## config.mk

```make
export PLATFORM = sky130hd
export DESIGN_NAME = sequence_plot_control
export DESIGN_NICKNAME = d
export VERILOG_FILES = /design/src/rtl/sequence_plot_control_pkg.sv /design/src/rtl/sequence_plot_control.sv
export SDC_FILE = /design/constraint.sdc
export NUM_CORES = 1
export LEC_CHECK = 0
export BUFFER_PORTS_ARGS = -buffer_cell sky130_fd_sc_hd__clkbuf_2
export CAP_MARGIN = 20
export CORE_MARGIN = 2
export CORE_UTILIZATION = 47
export DETAILED_ROUTE_END_ITERATION = 10
export PLACE_DENSITY = 0.72
export SKIP_CTS_REPAIR_TIMING = 1
export SYNTH_ARGS = -nofsm -noshare
export SYNTH_HDL_FRONTEND = slang
export SYNTH_SLANG_ARGS = --single-unit
```

## constraint.sdc

```tcl
create_clock -name clk -period 5.29 [get_ports clk]
set_input_delay 0.529 -clock clk [delete_from_list [all_inputs] [get_ports clk]]
set_output_delay 0.529 -clock clk [all_outputs]
set_load 0.1 [all_outputs]
```

## src/rtl/sequence_plot_control_pkg.sv

```systemverilog
// Shared definitions for the character sequence plot controller.
//   state_t        : FSM state encoding
//   *_DEF          : default sizes used as parameter defaults by the top
//   clamp_count()  : limits a requested character count to the sequence capacity
package sequence_plot_control_pkg;

    localparam int MAX_CHARS_DEF  = 11;
    localparam int CHAR_W_DEF     = 8;
    localparam int CHAR_PITCH_DEF = 6;
    localparam int X_W_DEF        = 8;
    localparam int Y_W_DEF        = 7;
    localparam int IDX_W          = 4;

    typedef enum logic [2:0] {
        S_IDLE  = 3'd0,
        S_ISSUE = 3'd1,
        S_ACK   = 3'd2,
        S_BUSY  = 3'd3,
        S_WIPE  = 3'd4,
        S_WWAIT = 3'd5,
        S_DONE  = 3'd6
    } state_t;

    function automatic logic [IDX_W-1:0] clamp_count(input logic [IDX_W-1:0] num,
                                                     input logic [IDX_W-1:0] max_n);
        return (num > max_n) ? max_n : num;
    endfunction

endpackage

```

## src/rtl/sequence_plot_control.sv

```systemverilog
// Character sequence sequencer feeding the per-character plot controller.
// Latches a packed character string and issues one plot at a time (code, x/y origin,
// start pulse), waiting for the plotter to go busy and then idle again before the next.
// Also launches a region wipe through the clear engine. seq_done pulses at the end.
//
// Ports:
//   clk, rst_n                 clock, async active-low reset
//   draw_en / wipe_en          start requests, only honoured in S_IDLE (wipe wins)
//   sequence_in                packed chars, char i at [i*CHAR_W +: CHAR_W]
//   num_char                   chars to draw, clamped to MAX_CHARS
//   x_start / y_start          origin of char 0
//   ready_to_start_character   plotter idle flag
//   clear_done                 clear engine completion pulse
//   enable_character_plot      1-cycle plot start
//   char_code/char_x/char_y    registered parameters of the current char
//   enable_clear               1-cycle clear start
//   busy                       not idle
//   seq_done                   1-cycle completion pulse
//
// state   | meaning
// S_IDLE  | waiting for draw_en / wipe_en
// S_ISSUE | plot start pulse for char idx
// S_ACK   | wait for plotter to drop ready (ignore its stale ready)
// S_BUSY  | wait for plotter ready again, then next char or finish
// S_WIPE  | clear start pulse
// S_WWAIT | wait for clear_done
// S_DONE  | seq_done pulse
module sequence_plot_control
    import sequence_plot_control_pkg::*;
#(
    parameter int MAX_CHARS  = MAX_CHARS_DEF,
    parameter int CHAR_W     = CHAR_W_DEF,
    parameter int CHAR_PITCH = CHAR_PITCH_DEF,
    parameter int X_W        = X_W_DEF,
    parameter int Y_W        = Y_W_DEF
) (
    input  logic                        clk,
    input  logic                        rst_n,
    input  logic                        draw_en,
    input  logic                        wipe_en,
    input  logic [MAX_CHARS*CHAR_W-1:0] sequence_in,
    input  logic [3:0]                  num_char,
    input  logic [X_W-1:0]              x_start,
    input  logic [Y_W-1:0]              y_start,
    input  logic                        ready_to_start_character,
    input  logic                        clear_done,
    output logic                        enable_character_plot,
    output logic [CHAR_W-1:0]           char_code,
    output logic [X_W-1:0]              char_x,
    output logic [Y_W-1:0]              char_y,
    output logic                        enable_clear,
    output logic                        busy,
    output logic                        seq_done
);

    state_t                      state_q, state_d;
    logic [MAX_CHARS*CHAR_W-1:0] seq_q;
    logic [IDX_W-1:0]            n_q, idx_q, idx_next, n_clamped;
    logic                        load, load_first, advance;

    assign n_clamped = clamp_count(num_char, IDX_W'(MAX_CHARS));
    assign idx_next  = idx_q + 1'b1;

    always_ff @(posedge clk or negedge rst_n) begin
        if (!rst_n) begin
            state_q <= S_IDLE;
        end else begin
            state_q <= state_d;
        end
    end

    always_comb begin
        state_d    = state_q;
        load       = 1'b0;
        load_first = 1'b0;
        advance    = 1'b0;
        case (state_q)
            S_IDLE: begin
                if (wipe_en) begin
                    state_d = S_WIPE;
                end else if (draw_en && ready_to_start_character) begin
                    load = 1'b1;
                    if (n_clamped == '0) begin
                        state_d = S_DONE;
                    end else begin
                        load_first = 1'b1;
                        state_d    = S_ISSUE;
                    end
                end
            end
            S_ISSUE: state_d = S_ACK;
            S_ACK: begin
                if (!ready_to_start_character) state_d = S_BUSY;
            end
            S_BUSY: begin
                if (ready_to_start_character) begin
                    if (idx_next == n_q) begin
                        state_d = S_DONE;
                    end else begin
                        advance = 1'b1;
                        state_d = S_ISSUE;
                    end
                end
            end
            S_WIPE: state_d = S_WWAIT;
            S_WWAIT: begin
                if (clear_done) state_d = S_DONE;
            end
            S_DONE:  state_d = S_IDLE;
            default: state_d = S_IDLE;
        endcase
    end

    // char_x advances by the pitch on each new char instead of idx*pitch; wraps silently.
    always_ff @(posedge clk or negedge rst_n) begin
        if (!rst_n) begin
            seq_q     <= '0;
            n_q       <= '0;
            idx_q     <= '0;
            char_code <= '0;
            char_x    <= '0;
            char_y    <= '0;
        end else begin
            if (load) begin
                seq_q <= sequence_in;
                n_q   <= n_clamped;
                idx_q <= '0;
            end
            if (load_first) begin
                char_code <= sequence_in[CHAR_W-1:0];
                char_x    <= x_start;
                char_y    <= y_start;
            end
            if (advance) begin
                idx_q     <= idx_next;
                char_code <= seq_q[int'(idx_next)*CHAR_W +: CHAR_W];
                char_x    <= char_x + X_W'(CHAR_PITCH);
            end
        end
    end

    assign enable_character_plot = (state_q == S_ISSUE);
    assign enable_clear          = (state_q == S_WIPE);
    assign seq_done              = (state_q == S_DONE);
    assign busy                  = (state_q != S_IDLE);

endmodule

```

* Yosys cells after proc, flatten, opt, wreduce, memory -nomap -nowiden *
Index checks and enable logic that the tools add are counted.

storage, ports and cells
  flip-flop bits (word level) = 122
  logic and storage cells = 54

cells by class
  add/sub/neg operators = 2
  order comparisons = 1
  equal/unequal tests = 11
  shift-type cells = 1
  mux-type cells = 25
  reductions and logical operators = 7

operators with widths
  kind                   number
  $shiftx A88 B8 Y8      1
  $mux W8                4
  $mux W3                7
  $pmux W3 S6            1
  $mux W4                3
  $mux W1                10
  $eq A3 B3 Y1 const B   3
  $add A8 B3 Y8 const B  1
  $eq A3 B2 Y1 const B   2
  $ne A2 B2 Y1 const B   3
  $add A4 B1 Y4 const B  1
  $eq A4 B4 Y1           1
  $gt A4 B4 Y1 const B   1
  $logic_not A4 Y1       1
  $reduce_and A4 Y1      1
  $reduce_bool A2 Y1     2
  $eq A3 B1 Y1 const B   1
  $logic_not A3 Y1       1
  $ne A3 B3 Y1 const B   1
  $reduce_bool A3 Y1     1
  $logic_and A1 B1 Y1    1

* Depth between registers and ports, before layout *
  depth in word-level cells = 9
  gate-level depth with buffers = 8

* Worst setup path after synthesis *
No wires, ideal clock.

  path kind = register to output
  start = register state_q[1]
  end = output port enable_clear
  arrival time = 2,673 ps
  required time = 4,761 ps
  path slack = 2,088 ps
  stages on the path, launching flop included = 3
  cell sequence = dfrtp_1 clkbuf_1 nor3_1

on the way
  word-level cells in the longest chain between the ends = 1

RTL lines
  item                      line                          source
  start: declaration        sequence_plot_control.sv:56   state_t state_q, state_d;
  start signal: assignment  sequence_plot_control.sv:68   state_q <= state_d;
  $eq A3 B3 Y1              sequence_plot_control.sv:143  assign enable_clear = (state_q == S_WIPE);
  end: declaration          sequence_plot_control.sv:51   output logic enable_clear,

Every way passes these cells.

* Worst setup path after layout *
  start = register idx_q[1]
  end = register char_x[4]

on the way
  word-level cells in the longest chain between the ends = 6
  elaborated cells on any way between the ends = 7
  classes of those cells = 1 x add/sub; 1 x eq/ne; 4 x mux; 1 x reduce/logical

RTL lines
  item                                                  line                          source
  start: declaration                                    sequence_plot_control.sv:58   logic [IDX_W-1:0] n_q, idx_q, idx_next, n_clamped;
  start signal: assignment                              sequence_plot_control.sv:135  idx_q <= idx_next;
  $add A4 B1 Y4 (*)                                     sequence_plot_control.sv:62   assign idx_next = idx_q + 1'b1;
  $eq A4 B4 Y1 (*)                                      sequence_plot_control.sv:97   if (idx_next == n_q) begin
  $mux W1 (*)                                           sequence_plot_control.sv:97
  $mux W1 (*)                                           sequence_plot_control.sv:96   if (ready_to_start_character) begin
  $mux W1 (*)                                           sequence_plot_control.sv:77   case (state_q)
  $mux W8 / $reduce_bool A2 Y1 (equally long branches)  --
  end signal: assignment                                sequence_plot_control.sv:131  char_x <= x_start;
  end signal: assignment                                sequence_plot_control.sv:137  char_x <= char_x + X_W'(CHAR_PITCH);
  end: declaration                                      sequence_plot_control.sv:49   output logic [X_W-1:0] char_x,

Every way passes the cells marked *; elsewhere a longest branch is shown, timed or not.
A chain may end at the register's enable or synchronous reset.

==> impl_results.md <==
* Mapped cell area at 0.005782 sq mm
* Slew Limit Fails at 0
* Endpoints failing hold at 0
* Final ANT Viol Nets at 0
* WS Path Type: register to register
* Input/output buffers at 139
* Commonest cells after routing, fill and taps aside: 304 x nand2_1, 138 x clkbuf_2, 122 x dfrtp_1, 17 x clkbuf_16, 16 x mux4_2
* Worst-Skew Late Latency at 420 ps
* Sequential area share after synthesis at 52.80%
* Critical Path Sink Type: register
* Syn Area/Cell at 9.310 sq um
* Detail Placement HPWL at 10.02 mm
* Max Freq at 365.8 MHz
* Yosys reg bits at 122
* Largest net degree at the start of global routing at 100
* Final period utilization at 51.67%
* Max-Cap Viols at 0
* Worst vdd ir at 0.3115 mV
* Core Util, Final at 60.05%
* Dominant synthesized flop cell: dfrtp_1
* Ys async rst share at 100.0%
* DRC viols at 0
* Fin crit period at 2733 ps
* Diode count at 0
* RSZ-0062 raised after global routing: false
* Die width at 114.9 um
* Critical path buffers and inverters at 0
* Area of the core at 0.01201 sq mm
* Layout cell share with drive strength beyond 1 at 28.35%
* Mux contribution to synthesized area at 8.699%
* Adder-Cell Fraction of Synth Area at 0.4328%
* Vias in the first global route at 4,955
* CTS max path bufs at 2
* Die H at 114.9 um
* Worst R2R Setup Slack at 2560 ps
* Nets at 864
* Worst r2r src: idx_q[1]
* Synth Area in Compound Gates at 9.587%
* TritonRoute pass-1 iters at 5
* Yosys warning count at 0
* Clock transition at the registers of the reported paths at 60 ps
* Htree depth at 4
* Syn Nets at 736
* Setup Skew at 8.624 ps
* CTS sink count at 122
* Critical Path Start Type: register
* Post-Synth Simple-Gate Area at 24.19%
* CP Data Arrival Time at 3040 ps
* Commonest non-fill, non-tap cell in the layout: nand2_1
* Required time of the critical path at 5590 ps
* DR vias at 4,837
* Max stage delay on crit path at 720 ps
* Status: completed
* CTS tree: done
* Fillers at 1,046
* Vias/cell at 5.321
* I/O Pins at 140
* Die area at 0.01320 sq mm
* Final estimated routing congestion in global placement at 0.8258
* Post-DR wirelength/cell at 15.90 um
* Class of the worst hold path: input port to asynchronous set/reset pin
* Leakage at 0.003748 uW
* Antenna violations before repair at 0
* Critical path origin: idx_q[1]
* GRT Total Usage at 23.43%
* Largest family of logic cells by synthesized area: simple AND/OR/NAND/NOR gates
* Slowest-stage cell, CP: ha_1
* Worst Path Max Fanout at 14
* Slew Limit Headroom at 27.85%
* Final setup vio count at 0
* Mapped Cells at 621
* DR iter-0 viols at 406
* Root Buffer: clkbuf_16
* Sum Neg Setup Slack at 0 ps
* GR Overflow Total at 0
* EDFF count, synth at 0
* Initial core utilization at 48.14%
* Slew at the pin closest to its max-slew limit at 1073 ps
* CTS Buf Count at 17
* Total wire length at 14.46 mm
* Layout area overhead at 24.76%
* First-pass GRT wire length at 23.70 mm
* PD cells at 703.9 mW/mm^2
* Synth cell types at 48
* R2R cell count at 6
* # rows at 40
* RR Endpoint: char_x[4]
* Synth Area in XOR/XNOR at 1.320%
* Critical-path cell list: ha_1 > xor2_1 > nor3_2 > a211oi_4 > mux2_2 > a221o_1
* Crit path max-delay family: compound AO/OA/AOI/OAI gates
-- layer usage --
| layer | vias up | routed length [um] | GRT usage, % |
|---|---|---|---|
| li1 | 2337 | - | - |
| met1 | 2306 | 6064 | 29.44 |
| met2 | 172 | 7210 | 39.10 |
| met3 | 22 | 936 | 6.642 |
| met4 | 0 | 244 | 8.193 |
| met5 | - | 0 | 0 |
-- flip-flops by register name, indices dropped and copies added, names as in the netlist --
| register | cells |
|---|---|
| n_q | 4 |
| state_q | 3 |
| char_code | 8 |
| char_x | 8 |
| idx_q | 4 |
| seq_q | 88 |
| char_y | 7 |
-- cells in the mapped netlist, types with 2 or more instances --
master    count  area share (%)
a21oi_1      12             1.0
a221o_1      15             2.6
a22o_1        8             1.2
a22oi_1       8             1.0
buf_1         3            0.19
buf_2        11            0.95
clkbuf_1     21             1.4
dfrtp_1     122              53
ha_1          2            0.43
inv_1         5            0.32
mux2_2       10             1.9
mux2i_1       3            0.52
mux4_2       16             6.2
nand2_1     304              20
nand2b_1      4            0.43
nand3_1       8            0.69
nor2_1       12            0.78
nor2_2        2            0.22
nor3_1        4            0.35
nor4_1        4            0.43
o21ai_0      15             1.3
o21bai_1      2            0.26
xnor2_1       4            0.61
xor2_1        2            0.30
-- where the power goes --
group / leakage, uW / total (uW) / switching, uW / internal [uW]
combinational: 0.00191 / 2160 / 1430 / 728
clock: 0.000304 / 1240 / 416 / 821
sequential: 0.00154 / 1680 / 312 / 1370
total: 0.00375 / 5080 / 2160 / 2920
-- layout make-up --
class                      instances  area, sq um  share of cell area [%]
multi-input combinational        458         2577                   35.73
clock inverter                    12        170.2                   2.359
sequential                       122         3053                   42.32
clock buffer                      20        466.7                   6.470
timing repair buffer             145        743.2                   10.30
tap                              147        183.9                   2.550
inverter                           5        18.77                  0.2602
-- worst register-to-register path: cells and delay by family, from the launching register on --
kind	cells	cell delay (ps)
multiplexers	1	390
AND/OR/NAND/NOR	1	100
XOR/XNOR	1	230
flip-flops	1	410
adder cells (fa/ha/maj)	1	720
AO/OA/AOI/OAI	2	750
-- cells by family (layout without fill, tap and decap cells) --
group                    Yosys count  count (layout)
AND/OR/NAND/NOR                  348             348
flip-flops                       122             122
AO/OA/AOI/OAI                     72              72
buffers and inverters             41             182
multiplexers                      29              29
XOR/XNOR                           7               7
adder cells (fa/ha/maj)            2               2
-- stage by stage --
stage	instances	hold slack, ps	setup slack (ps)	power, uW	area, sq um
floorplan	621	233.4	2088	3345	5782
global placement	877	452.5	2670	3774	6576
detailed placement	877	458.5	2564	3849	6576
CTS	909	218.3	2535	5106	7213
global route	909	261.2	2402	5371	7213
finish	909	191.5	2557	5078	7213
-- worst max path at each step --
stage | end | slack [ps] | depth (start not counted)
after global routing | char_code[0] | 2400 | 6
after global placement | char_x[7] | 2670 | 6
final | char_x[4] | 2560 | 6
after detailed placement | char_x[4] | 2560 | 6
after floorplan | enable_clear | 2090 | 2
after CTS | char_x[4] | 2540 | 6
Power figures use the tool's default switching activity.
